===== src/rtl/sokoban_pkg.sv =====
// Shared constants and types for the sokoban video path.
// Screen geometry, board tiling and blitter state encoding.
package sokoban_pkg;

  localparam int SCREEN_W  = 160;
  localparam int SCREEN_H  = 120;
  localparam int TILE_PX   = 8;
  localparam int TILE_COLS = SCREEN_W / TILE_PX;
  localparam int TILE_ROWS = SCREEN_H / TILE_PX;
  localparam int RGB_W     = 12;

  typedef enum logic [1:0] {
    BLIT_IDLE,
    BLIT_DRAW,
    BLIT_FLUSH
  } blit_state_t;

endpackage


===== src/rtl/tile_pixel_counter.sv =====
// 6-bit raster counter over the 64 pixels of one tile.
// Low three bits are the column, high three the row.
module tile_pixel_counter (
  input  logic       clk,
  input  logic       resetn,
  input  logic       clr,
  input  logic       en,
  output logic [5:0] cnt,
  output logic       last
);

  always_ff @(posedge clk) begin
    if (!resetn) begin
      cnt <= 6'd0;
    end else if (clr) begin
      cnt <= 6'd0;
    end else if (en) begin
      cnt <= cnt + 6'd1;
    end
  end

  assign last = (cnt == 6'd63);

endmodule


===== src/rtl/sprite_blitter.sv =====
// Walks one 8x8 tile in raster order through the colour lookup
// and emits a registered one-pixel-per-cycle plot stream.
module sprite_blitter #(
  parameter int TILE_COLS = sokoban_pkg::TILE_COLS,
  parameter int TILE_ROWS = sokoban_pkg::TILE_ROWS
) (
  input  logic                          clk,
  input  logic                          resetn,
  input  logic                          start,
  input  logic [4:0]                    tile_col,
  input  logic [3:0]                    tile_row,
  input  logic [2:0]                    sprite_sel,
  output logic [2:0]                    get_x,
  output logic [2:0]                    get_y,
  output logic [2:0]                    sprite_id,
  input  logic [sokoban_pkg::RGB_W-1:0] color_data,
  output logic [7:0]                    x_out,
  output logic [6:0]                    y_out,
  output logic [sokoban_pkg::RGB_W-1:0] color_out,
  output logic                          plot,
  output logic                          busy,
  output logic                          done,
  output logic                          err
);

  import sokoban_pkg::*;

  blit_state_t state, state_n;

  logic [4:0] col_q;
  logic [3:0] row_q;
  logic [2:0] id_q;
  logic [5:0] cnt;
  logic       last;
  logic       in_range;
  logic       accept;
  logic       reject;

  assign in_range = (tile_col < 5'(TILE_COLS))
                 && (tile_row < 4'(TILE_ROWS));

  tile_pixel_counter u_cnt (
    .clk    (clk),
    .resetn (resetn),
    .clr    (accept),
    .en     (state == BLIT_DRAW),
    .cnt    (cnt),
    .last   (last)
  );

  always_ff @(posedge clk) begin
    if (!resetn) state <= BLIT_IDLE;
    else         state <= state_n;
  end

  always_comb begin
    state_n = state;
    accept  = 1'b0;
    reject  = 1'b0;
    unique case (state)
      BLIT_IDLE: begin
        if (start && in_range) begin
          accept  = 1'b1;
          state_n = BLIT_DRAW;
        end else if (start) begin
          reject  = 1'b1;
        end
      end
      BLIT_DRAW: begin
        if (last) state_n = BLIT_FLUSH;
      end
      BLIT_FLUSH: begin
        state_n = BLIT_IDLE;
      end
      default: begin
        state_n = BLIT_IDLE;
      end
    endcase
  end

  // One pipeline stage: the address shown this cycle plots next cycle.
  always_ff @(posedge clk) begin
    if (!resetn) begin
      col_q     <= 5'd0;
      row_q     <= 4'd0;
      id_q      <= 3'd0;
      x_out     <= 8'd0;
      y_out     <= 7'd0;
      color_out <= '0;
      plot      <= 1'b0;
      err       <= 1'b0;
    end else begin
      plot <= (state == BLIT_DRAW);
      err  <= reject;
      if (accept) begin
        col_q <= tile_col;
        row_q <= tile_row;
        id_q  <= sprite_sel;
      end
      if (state == BLIT_DRAW) begin
        x_out     <= {col_q, 3'b000} + {5'b0, cnt[2:0]};
        y_out     <= {row_q, 3'b000} + {4'b0, cnt[5:3]};
        color_out <= color_data;
      end
    end
  end

  assign get_x     = cnt[2:0];
  assign get_y     = cnt[5:3];
  assign sprite_id = id_q;
  assign busy      = (state != BLIT_IDLE);
  assign done      = (state == BLIT_FLUSH);

endmodule


===== config.mk =====
export PLATFORM = sky130hd
export DESIGN_NAME = sprite_blitter
export DESIGN_NICKNAME = d
export VERILOG_FILES = /design/src/rtl/sokoban_pkg.sv /design/src/rtl/tile_pixel_counter.sv /design/src/rtl/sprite_blitter.sv
export SDC_FILE = /design/constraint.sdc
export NUM_CORES = 1
export LEC_CHECK = 0
export BUFFER_PORTS_ARGS = -buffer_cell sky130_fd_sc_hd__buf_4
export CAP_MARGIN = 20
export CORE_ASPECT_RATIO = 0.5
export CORE_MARGIN = 2
export CORE_UTILIZATION = 51
export CTS_CLUSTER_DIAMETER = 30
export DETAILED_ROUTE_END_ITERATION = 10
export GPL_TIMING_DRIVEN = 1
export PLACE_DENSITY = 0.92
export SETUP_SLACK_MARGIN = 0.05
export SLEW_MARGIN = 20
export SYNTH_ARGS = -nofsm -noshare
export SYNTH_HDL_FRONTEND = slang
export SYNTH_SLANG_ARGS = --single-unit

===== constraint.sdc =====
create_clock -name clk -period 2.2 [get_ports clk]
set_input_delay 0 -clock clk [delete_from_list [all_inputs] [get_ports clk]]
set_output_delay 0 -clock clk [all_outputs]
set_load 0.01 [all_outputs]

==> implementation parameters <==
Parameter                              Value

Run status
  Status ... completed

GRT
  Via count of the first global-routing pass ... 1,632
  Global-route wire length before repair ... 7780 um
  GR Overflow Total ... 0
  Maximum number of pins on one net before global-route repair ... 31
  Initial antenna violation count ... 0
  Gr usage total ... 26.4%

Power
  Internal ... 0.00143 W
  Total power ... 0.00188 W
  Switching part of the total power ... a little under a quarter
  Power share of the clock group ... 35.3%
  Power density normalized to cell area ... 712 nW/um2
  Cell leakage power ... between 1 and 1.5 nW
  Worst ir drop on vdd ... 0.373 mV
  P_sw ... between 0.0004 and 0.0005 W
  Gate power share ... 14.0%
  Relative contribution of sequential cells to total power ... 50.7%

Logic synthesis
  Top FF cell, synth ... sky130_fd_sc_hd__dfxtp_1
  Proportion of synthesized chip area in sequential cells ... 56.2%
  Top cell type's share of synthesized area ... 56.2%
  Netlist area before placement ... 1750 um2
  Mean instance size in the synthesized netlist ... around 9 um2
  Post-synthesis net count ... between 200 and 250
  Async set-reset flop share out of synthesis ... 0%
  Cell variety after synth ... 29
  Leading cell type by number of instances after synthesis ... sky130_fd_sc_hd__nand2_1
  Synthesized instance count ... a little under 200
  Main area contributors after synthesis ... sky130_fd_sc_hd__dfxtp_1 56%, sky130_fd_sc_hd__nand2_1 13%, sky130_fd_sc_hd__a21oi_1 8.9%
  FF+latch count, synth ... 49
  Post-synth top cells ... 60 x sky130_fd_sc_hd__nand2_1, 49 x sky130_fd_sc_hd__dfxtp_1, 31 x sky130_fd_sc_hd__a21oi_1, 12 x sky130_fd_sc_hd__a22o_1, 4 x sky130_fd_sc_hd__buf_4
  EDFF count, synth ... 0
  Synth Warn # ... 0
  Top cell type by total area after synthesis ... sky130_fd_sc_hd__dfxtp_1

STA
  Timing-limited maximum frequency ... between 0.5 and 0.6 GHz
  Tmin final ... about 1.8 ns
  Final hold viol count ... 0
  Worst-case clock skew ... ~0.0094 ns
  Unrepaired setup endpoints after global routing ... false
  Finish-stage setup viols ... 0
  Worst max-slew margin expressed relative to the limit ... 27.2%
  Transition time at the pin with the least slew margin ... between 1 and 1.5 ns
  Number of pins with negative max-slew slack in the final report ... 0
  Total negative setup slack ... 0 ns
  Worst hold margin ... between 0.4 and 0.5 ns
  Fraction of the cycle the final worst path needs ... 82.9%

Setup path
  Maximum fanout count along the critical path ... 12
  Startpoint class of the critical path ... input pin
  Arr. time, crit path ... ~2.1 ns
  Worst path buffer plus inverter count ... 2
  Setup slack of the worst register-to-register path ... 0.52 ns
  Crit Path Category ... in -> reg
  Kind of end point of the critical path ... flip-flop
  Highest cell delay on the worst timing path ... 0.95 ns
  Cell at the slowest stage of the critical path ... sky130_fd_sc_hd__a31oi_1
  Req. time, crit path ... 2.44 ns
  CP cell instances ... dlygate4sd3_1 > buf_4 > nand4_1 > a31oi_1 > a22o_1
  Largest delay share family, worst path ... compound AO/OA/AOI/OAI gates

Placement
  Detail Placement HPWL ... 2800 um
  Number of buffers inserted by port buffering ... 66
  GPL Wtd Cong ... 0.760
  # placed instances ... 292

Route
  Detail-routed via count per cell ... 5.32
  DR pass1 iterations ... 4
  Via count ... 1,740
  Antenna violation net count after detailed routing ... 0
  Drt initial violations ... 72
  Average wire per standard cell ... 15.3 um
  Number of remaining DRC errors ... 0
  Routed wire length ... 4990 um

Job
  Max Cap Violations ... 0

Hold path
  Worst min path class ... in -> reg

Die
  Total die area ... 3940 um2
  Ports placed on the boundary ... 67
  Core Region ... roughly 3100 um2
  Vertical die dimension ... 45.4 um
  Number of rows in the core area ... 14
  Floorplan die width ... about 87 um
  Initial cell density of the core ... 55.7%

Clock network
  Setup repair bufs after CTS ... 0
  Clock latency on the worst-skew pair ... ~0.3 ns
  Library cell used as clock root buffer ... sky130_fd_sc_hd__clkbuf_8
  Clock buffer count from CTS ... 5
  TritonCTS clock tree ... yes
  Maximum buffer depth of the clock tree ... 2
  Clock-pin slew of the registers on the worst-case setup and hold paths ... 0.09 ns
  H-tree depth reported by CTS ... 2
  Num Clock Sinks ... 49

Finish
  Final net count ... 314
  End-of-flow core utilization ... between 80% and 90%
  Relative area change from synthesis to final layout ... 51.0%
  Final Instance Count excl. Fillers ... 327
  Inserted Diodes ... 0
  Fraction of layout cells with a size suffix above 1 ... 28.9%
## power by group through the flow
| stage | Clock [W] | Combinational (W) | Sequential, W |
|---|---|---|---|
| 2_1_floorplan | 0 | 0.000108 | 0.000980 |
| 3_3_place_gp | 0 | 0.000208 | 0.000969 |
| 3_5_place_dp | 0 | 0.000215 | 0.000972 |
| 4_1_cts | 0.000673 | 0.000254 | 0.000951 |
| 5_1_grt | 0.000708 | 0.000281 | 0.000957 |
| 6_report | 0.000663 | 0.000262 | 0.000953 |
## sequential cells by signal, indices dropped and copies added (netlist names)
register,cells
plot,1
err,1
col_q,5
state,2
u_cnt.cnt,6
y_out,7
color_out,12
sprite_id,3
row_q,4
x_out,8
## kinds of logic (layout without fill, tap and decap cells)
| logic type | after synthesis | count (layout) | synth area share (%) |
|---|---|---|---|
| xor gates and xnor gates | 2 | 2 | 1.00 |
| buffers and inverters | 14 | 107 | 4.51 |
| adders and majority gates | 1 | 1 | 0.716 |
| AOI/OAI and AO/OA | 51 | 51 | 17.7 |
| and+or+nand+nor | 77 | 77 | 19.9 |
| DFF | 49 | 49 | 56.2 |
## worst min-delay path: cells and delay by family
kind	cells	cell delay [ns]
buf+inv	2	0.61
compound gates	1	0.11
## placed cells by master (no fill, tap or decap), types with 2 or more instances in the layout
| cell | n |
|---|---|
| sky130_fd_sc_hd__a31oi_1 | 2 |
| sky130_fd_sc_hd__dfxtp_1 | 49 |
| sky130_fd_sc_hd__xnor2_1 | 2 |
| sky130_fd_sc_hd__o21ai_0 | 3 |
| sky130_fd_sc_hd__inv_1 | 3 |
| sky130_fd_sc_hd__a21oi_1 | 31 |
| sky130_fd_sc_hd__a22o_1 | 12 |
| sky130_fd_sc_hd__clkbuf_8 | 6 |
| sky130_fd_sc_hd__nor2_1 | 3 |
| sky130_fd_sc_hd__dlygate4sd3_1 | 27 |
| sky130_fd_sc_hd__nand2_1 | 60 |
| sky130_fd_sc_hd__or3_1 | 3 |
| sky130_fd_sc_hd__buf_4 | 69 |
## worst paths after layout
path                                  start       end  depth (start not counted)
worst max-delay path            tile_row[3]  row_q[0]                          5
worst min-delay path            tile_col[1]  col_q[1]                          3
worst max register to register     state[1]  row_q[0]                          3
worst min register to register     y_out[1]  y_out[1]                          2
## per-stage QoR
step                setup slack [ns]  area, um2
floorplan                      0.977       1750
global placement               0.732       2250
detailed placement             0.615       2250
CTS                            0.522       2640
global route                   0.281       2640
finish                         0.376       2640
## layer usage
| metal | global-route usage [%] | part of all wire, % | up-vias |
|---|---|---|---|
| met1 | 30.3 | 40 | 808 |
| met3 | 5.80 | 6.5 | 17 |
| met5 | 0 | 0 | - |
| met4 | 14.1 | 2.8 | 0 |
| li1 | - | - | 834 |
| met2 | 47.8 | 50 | 81 |
## area by class of cell
| class | count | area, um2 |
|---|---|---|
| Inverter | 3 | 11.3 |
| Multi-Input combinational cell | 131 | 687 |
| Clock inverter | 2 | 37.5 |
| Sequential cell | 49 | 981 |
| Fill cell | 171 | 498 |
| Timing Repair Buffer | 96 | 788 |
| Clock buffer | 6 | 82.6 |
| Tap cell | 40 | 50.0 |
## repair_timing
item | CTS | global route
gates resized for setup | 0 | 0
hold buffers | 27 | 0
endpoints found under the hold margin | 26 | 0
Power figures use the tool's default switching activity.
